[src/rtl/mem_access_master_if.sv]
// Request/response and memory-pin bundle for mem_access_master.
// master = the access block itself, slave = core plus memory side.
interface mem_access_master_if #(
    parameter int ADDR_W = 32
) ();
    logic              req_valid;
    logic              req_ready;
    logic              req_we;
    logic [2:0]        req_funct3;
    logic [ADDR_W-1:0] req_addr;
    logic [31:0]       req_wdata;
    logic              resp_valid;
    logic [31:0]       resp_rdata;
    logic              resp_err;
    logic              mem_read;
    logic              mem_write;
    logic [ADDR_W-1:0] mem_addr;
    logic [31:0]       mem_wdata;
    logic [31:0]       mem_rdata;

    modport master (
        input  req_valid, req_we, req_funct3,
        input  req_addr, req_wdata, mem_rdata,
        output req_ready, resp_valid, resp_rdata,
        output resp_err, mem_read, mem_write,
        output mem_addr, mem_wdata
    );

    modport slave (
        output req_valid, req_we, req_funct3,
        output req_addr, req_wdata, mem_rdata,
        input  req_ready, resp_valid, resp_rdata,
        input  resp_err, mem_read, mem_write,
        input  mem_addr, mem_wdata
    );
endinterface

[src/rtl/mem_access_master.sv]
// Byte/half/word load-store initiator for a word-only data memory.
// Sub-word stores are performed as read-modify-write.
module mem_access_master #(
    parameter int ADDR_W = 32
) (
    input logic                clk,
    input logic                rst,
    mem_access_master_if.master bus
);
    typedef enum logic [1:0] {
        S_IDLE,
        S_ACCESS,
        S_WRITE,
        S_RESP
    } state_t;

    state_t            r_state;
    state_t            w_next;
    logic [ADDR_W-1:0] r_addr;
    logic [2:0]        r_f3;
    logic              r_we;
    logic [31:0]       r_wdata;
    logic              r_err;
    logic [31:0]       r_word;

    logic              w_accept;
    logic              w_err;
    logic              w_bad_f3;
    logic              w_misal;
    logic [4:0]        w_lsb;
    logic [7:0]        w_byte;
    logic [15:0]       w_half;
    logic [31:0]       w_load;
    logic [31:0]       w_merged;

    assign w_accept = bus.req_valid && (r_state == S_IDLE);
    assign bus.mem_addr = {r_addr[ADDR_W-1:2], 2'b00};

    always_comb begin
        w_bad_f3 = 1'b0;
        w_misal  = 1'b0;
        case (bus.req_funct3)
            3'b011, 3'b110, 3'b111: w_bad_f3 = 1'b1;
            default:                w_bad_f3 = 1'b0;
        endcase
        if (bus.req_we && bus.req_funct3[2])
            w_bad_f3 = 1'b1;
        if (bus.req_funct3[1:0] == 2'b01)
            w_misal = bus.req_addr[0];
        if (bus.req_funct3[1:0] == 2'b10)
            w_misal = (bus.req_addr[1:0] != 2'b00);
        w_err = w_bad_f3 || w_misal;
    end

    // Little-endian lane selection from the captured word.
    assign w_lsb  = {r_addr[1:0], 3'b000};
    assign w_byte = r_word[w_lsb +: 8];
    assign w_half = r_addr[1] ? r_word[31:16] : r_word[15:0];

    always_comb begin
        w_load = 32'd0;
        case (r_f3)
            3'b000:  w_load = {{24{w_byte[7]}}, w_byte};
            3'b001:  w_load = {{16{w_half[15]}}, w_half};
            3'b010:  w_load = r_word;
            3'b100:  w_load = {24'd0, w_byte};
            3'b101:  w_load = {16'd0, w_half};
            default: w_load = 32'd0;
        endcase
    end

    always_comb begin
        w_merged = r_word;
        case (r_f3[1:0])
            2'b00: w_merged[w_lsb +: 8] = r_wdata[7:0];
            2'b01: begin
                if (r_addr[1])
                    w_merged[31:16] = r_wdata[15:0];
                else
                    w_merged[15:0] = r_wdata[15:0];
            end
            default: w_merged = r_wdata;
        endcase
    end

    always_comb begin
        w_next         = r_state;
        bus.req_ready  = 1'b0;
        bus.mem_read   = 1'b0;
        bus.mem_write  = 1'b0;
        bus.mem_wdata  = 32'd0;
        bus.resp_valid = 1'b0;
        bus.resp_err   = 1'b0;
        bus.resp_rdata = 32'd0;
        case (r_state)
            S_IDLE: begin
                bus.req_ready = 1'b1;
                if (bus.req_valid) begin
                    if (w_err)
                        w_next = S_RESP;
                    else if (!bus.req_we)
                        w_next = S_ACCESS;
                    else if (bus.req_funct3[1:0] != 2'b10)
                        w_next = S_ACCESS;
                    else
                        w_next = S_WRITE;
                end
            end
            S_ACCESS: begin
                bus.mem_read = 1'b1;
                w_next = r_we ? S_WRITE : S_RESP;
            end
            S_WRITE: begin
                bus.mem_write = 1'b1;
                bus.mem_wdata = w_merged;
                w_next = S_RESP;
            end
            S_RESP: begin
                bus.resp_valid = 1'b1;
                bus.resp_err   = r_err;
                if (!r_err && !r_we)
                    bus.resp_rdata = w_load;
                w_next = S_IDLE;
            end
            default: w_next = S_IDLE;
        endcase
    end

    always_ff @(posedge clk or posedge rst) begin
        if (rst) begin
            r_state <= S_IDLE;
            r_addr  <= '0;
            r_f3    <= 3'd0;
            r_we    <= 1'b0;
            r_wdata <= 32'd0;
            r_err   <= 1'b0;
            r_word  <= 32'd0;
        end else begin
            r_state <= w_next;
            if (w_accept) begin
                r_addr  <= bus.req_addr;
                r_f3    <= bus.req_funct3;
                r_we    <= bus.req_we;
                r_wdata <= bus.req_wdata;
                r_err   <= w_err;
            end
            if (r_state == S_ACCESS)
                r_word <= bus.mem_rdata;
        end
    end
endmodule

[src/flat_wrapper.sv]
// flat-port wrapper written by rule: the top's interface ports become plain ports
module mem_access_master_flat 
#(
    parameter int ADDR_W = 32
)
  (clk, rst, bus_req_valid, bus_req_we, bus_req_funct3, bus_req_addr, bus_req_wdata, bus_mem_rdata, bus_req_ready, bus_resp_valid, bus_resp_rdata, bus_resp_err, bus_mem_read, bus_mem_write, bus_mem_addr, bus_mem_wdata);
  mem_access_master_if #(.ADDR_W(ADDR_W)) bus_i ();
  input logic clk;
  input logic rst;
  input wire logic [$bits(bus_i.req_valid)-1:0] bus_req_valid;
  input wire logic [$bits(bus_i.req_we)-1:0] bus_req_we;
  input wire logic [$bits(bus_i.req_funct3)-1:0] bus_req_funct3;
  input wire logic [$bits(bus_i.req_addr)-1:0] bus_req_addr;
  input wire logic [$bits(bus_i.req_wdata)-1:0] bus_req_wdata;
  input wire logic [$bits(bus_i.mem_rdata)-1:0] bus_mem_rdata;
  output wire logic [$bits(bus_i.req_ready)-1:0] bus_req_ready;
  output wire logic [$bits(bus_i.resp_valid)-1:0] bus_resp_valid;
  output wire logic [$bits(bus_i.resp_rdata)-1:0] bus_resp_rdata;
  output wire logic [$bits(bus_i.resp_err)-1:0] bus_resp_err;
  output wire logic [$bits(bus_i.mem_read)-1:0] bus_mem_read;
  output wire logic [$bits(bus_i.mem_write)-1:0] bus_mem_write;
  output wire logic [$bits(bus_i.mem_addr)-1:0] bus_mem_addr;
  output wire logic [$bits(bus_i.mem_wdata)-1:0] bus_mem_wdata;
  assign bus_i.req_valid = bus_req_valid;
  assign bus_i.req_we = bus_req_we;
  assign bus_i.req_funct3 = bus_req_funct3;
  assign bus_i.req_addr = bus_req_addr;
  assign bus_i.req_wdata = bus_req_wdata;
  assign bus_i.mem_rdata = bus_mem_rdata;
  assign bus_req_ready = bus_i.req_ready;
  assign bus_resp_valid = bus_i.resp_valid;
  assign bus_resp_rdata = bus_i.resp_rdata;
  assign bus_resp_err = bus_i.resp_err;
  assign bus_mem_read = bus_i.mem_read;
  assign bus_mem_write = bus_i.mem_write;
  assign bus_mem_addr = bus_i.mem_addr;
  assign bus_mem_wdata = bus_i.mem_wdata;
  mem_access_master #(.ADDR_W(ADDR_W)) u_core (.clk(clk), .rst(rst), .bus(bus_i));
endmodule
[config.mk]
export PLATFORM = sky130hd
export DESIGN_NAME = mem_access_master_flat
export DESIGN_NICKNAME = d
export VERILOG_FILES = /design/src/rtl/mem_access_master_if.sv /design/src/rtl/mem_access_master.sv /design/src/flat_wrapper.sv
export SDC_FILE = /design/constraint.sdc
export NUM_CORES = 1
export LEC_CHECK = 0
export CAP_MARGIN = 30
export CORE_MARGIN = 2
export CORE_UTILIZATION = 25
export CTS_CLUSTER_DIAMETER = 120
export DETAILED_ROUTE_END_ITERATION = 8
export SYNTH_ARGS = -nofsm -noshare
export SYNTH_HDL_FRONTEND = slang
export SYNTH_SLANG_ARGS = --single-unit
[constraint.sdc]
create_clock -name clk -period 9.6 [get_ports clk]
set_input_delay 0.96 -clock clk [delete_from_list [all_inputs] [get_ports clk]]
set_output_delay 0.96 -clock clk [all_outputs]
set_load 0.02 [all_outputs]
==> out/metrics.cfg <==
[clock_network]
postCtsSetupBuffers = 0
cts_buffer_depth = 2
ctsResizeCount = 0
clock_sinks = 103
cts_root_buf = clkbuf_16
cts_htree_levels = 3
ctsHoldBuffers = 0
cts_tree = done
clock_latency_ns = 0.36
cts_buffers = 9
clkSlewWorstSetupHoldPaths_ns = 0.07

[timing]
skew_ns = 0.0107
fmax_mhz = 220
period_share = 0.473
tns_ns = 0
worst_slew_pin_slew_ns = 0.940
setup_ws_ns = 5.06
hold_violations = 0
final-max-slew-violation-count = 0
fin_hold_ws_ns = 0.507
maxSlewHeadroom = 0.373
period_minus_slack_ns = 4.54
setup_violations = 0
rsz0062_at_grt = false

[logic_synthesis]
ys.warnings.count = 0
syn-cell-area_um2 = 6350
synthCells = 584
avgSynthCellArea_um2 = 10.9
ys_seq_area_frac = 0.406
yosysUniqueCellTypes = 46
ys_seq_elements = 103

[global_routing]
antenna_found_initial = 0
grt_first_pass_wirelength_mm = 32.6
grt_pass1_vias = 5295
grt_usage = 0.161
grt_max_degree = 71
grt-ovfl-total = 0

[worst_setup_path]
worstSetupPathType = flip-flop to output port
reg2regPathDepth = 5
rr_startpoint = u_core.r_state[0]$_DFFE_PP0P_
arrival_ns = 3.58
slowest_stage = clkdlybuf4s50_1
path_cells = buf_4 > inv_1 > ha_1 > nor3b_2 > a221oi_1 > a211oi_1 > clkdlybuf4s50_1
r2r_setup_slack_ns = 7.44
worstPathRequired_ns = 8.64
cp_num_buf_inv = 3
startpoint_type = flip-flop
r2r-end = u_core.r_state[0]$_DFFE_PP0P_
cpLargestDelayFamily = buffers and inverters
path_max_fanout = 61
cp-end-kind = output port
slowest_delay_ns = 0.70

[min_path]
holdPathEnd = u_core.r_addr[11]$_DFFE_PP0P_
hold_class = flip-flop to flip-flop
hold_start = u_core.r_addr[11]$_DFFE_PP0P_
hold_depth = 1

[route]
avgViaCountPerCell = 5.02
drc = 0
wl_per_cell_um = 20.2
drt_iter0_markers = 471
antenna_left = 0
drt_wl_total_mm = 21.4
vias = 5327
dr.pass1.iters = 5

[power]
vdd_ir_drop_max_uv = 119
total_leakage_power_uw = 0.00323
pwr_density_cell_nw_per_um2 = 351

[floorplan]
rows = 58
die_h_um = 163
die-area_um2 = 26700
die_x_um = 163
core_area_um2 = 25000
pin_count = 204
initial_core_util = 0.254

[placed_design]
hpwl_mm = 15.8
portBuffers = 201
post-place-ws_ns = 5.47
place_congestion = 0.830
dp_cells = 1046

[layout]
syn_to_final_growth_pct = 36.4
drive_gt1_frac = 0.231
finalNetCount = 839
diodes = 0
layoutNonFillerInstCount = 1062
fin_util = 0.346

[outcome]
status = finished clean

[run]
maxCapViolCount = 0

-- power by group --
group          total (uW)  switching (uW)  internal [uW]
Clock                 368             182            187
Combinational        1700             862            838
Sequential            968             310            658
-- cell usage in the layout, fill, tap and decap left out, drive strengths merged, types with 2 or more instances in the layout --
cell type / count
and3b: 8
nor2b: 13
nor3b: 3
a211oi: 7
nor2: 5
nand2b: 3
nor4b: 5
o21ai: 20
dfrtp: 103
a31oi: 31
and2: 2
o22ai: 8
nor3: 3
a22oi: 24
nand2: 31
a211o: 2
a221oi: 10
a21oi: 29
conb: 2
buf: 8
inv: 13
ha: 9
mux2: 131
a32oi: 21
clkinv: 2
clkdlybuf4s50: 201
nand3: 18
clkbuf: 11
-- registers in the layout, indices dropped and copies added (netlist names) --
name            flops
u_core.r_state      2
u_core.r_wdata     32
u_core.r_addr      32
u_core.r_err        1
u_core.r_word      32
u_core.r_we         1
u_core.r_f3         3
-- layer usage --
layer / global-route usage / wire length [um] / part of all wire
met5: 0 / 0 / 0
met4: 0.0495 / 392 / 0.018
met3: 0.0452 / 1600 / 0.075
met2: 0.246 / 9700 / 0.45
met1: 0.220 / 9710 / 0.45
-- stage by stage --
step           total power [uW]  cell area [um2]
2_1_floorplan              2110             6350
3_3_place_gp               2650             8360
3_5_place_dp               2670             8380
4_1_cts                    3060             8660
5_1_grt                    3240             8660
6_report                   3040             8660
-- area by class of cell --
| cell class | instances | area (um2) |
|---|---|---|
| clock buffers | 11 | 243 |
| clock inverters | 5 | 38.8 |
| fillers | 2539 | 16400 |
| inverters | 10 | 40.0 |
| multi-input cells | 394 | 3270 |
| flip-flops and latches | 103 | 2580 |
| well taps | 330 | 413 |
| repair buffers | 209 | 2080 |
-- synthesized netlist by cell type (all sizes together) --
master,instances,share of area
mux2,131,0.23
dfrtp,103,0.41
buf,67,0.069
a31oi,31,0.031
nand2,31,0.018
a21oi,29,0.023
a22oi,24,0.028
a32oi,21,0.030
o21ai,20,0.016
nand3,18,0.014
nor2b,13,0.013
clkbuf,11,0.0067
a221oi,10,0.014
inv,10,0.0059
ha,9,0.018
and3b,8,0.011
o22ai,8,0.0079
a211oi,7,0.0083
nor2,5,0.0059
nor4b,5,0.0093
nand2b,3,0.0030
nor3,3,0.0039
nor3b,3,0.0079
a211o,2,0.0028
and2,2,0.0020
a21o,1,0.0012
and4bb,1,0.0020
conb,1,0.00059
mux2i,1,0.0016
nand3b,1,0.0032
nand4,1,0.00099
nand4b,1,0.0014
nor4,1,0.00099
o21a,1,0.0012
or2,1,0.00099
-- worst max path at each step --
| stage | slack (ns) | start | end | cells after the start |
|---|---|---|---|---|
| after global placement | 5.47 | u_core.r_addr[1]$_DFFE_PP0P_ | bus_mem_wdata[3] | 7 |
| after CTS | 5.08 | u_core.r_addr[1]$_DFFE_PP0P_ | bus_mem_wdata[3] | 7 |
| after detailed placement | 5.47 | u_core.r_addr[1]$_DFFE_PP0P_ | bus_mem_wdata[3] | 7 |
| after global routing | 4.86 | u_core.r_addr[1]$_DFFE_PP0P_ | bus_mem_wdata[27] | 7 |
| after floorplan | 5.94 | rst | u_core.r_addr[0]$_DFFE_PP0P_ | 1 |
| final | 5.06 | u_core.r_addr[1]$_DFFE_PP0P_ | bus_mem_wdata[4] | 7 |
-- cells by family (layout without fill, tap and decap cells) --
group,after synthesis,in the layout,share of synthesized area
compound gates,154,154,0.163
flops,103,103,0.406
simple gates,97,97,0.0978
mux,132,132,0.234
buf+inv,88,235,0.0812
fa+ha+maj,9,9,0.0177
other cells,1,2,0.000591
Power figures use the tool's default switching activity.
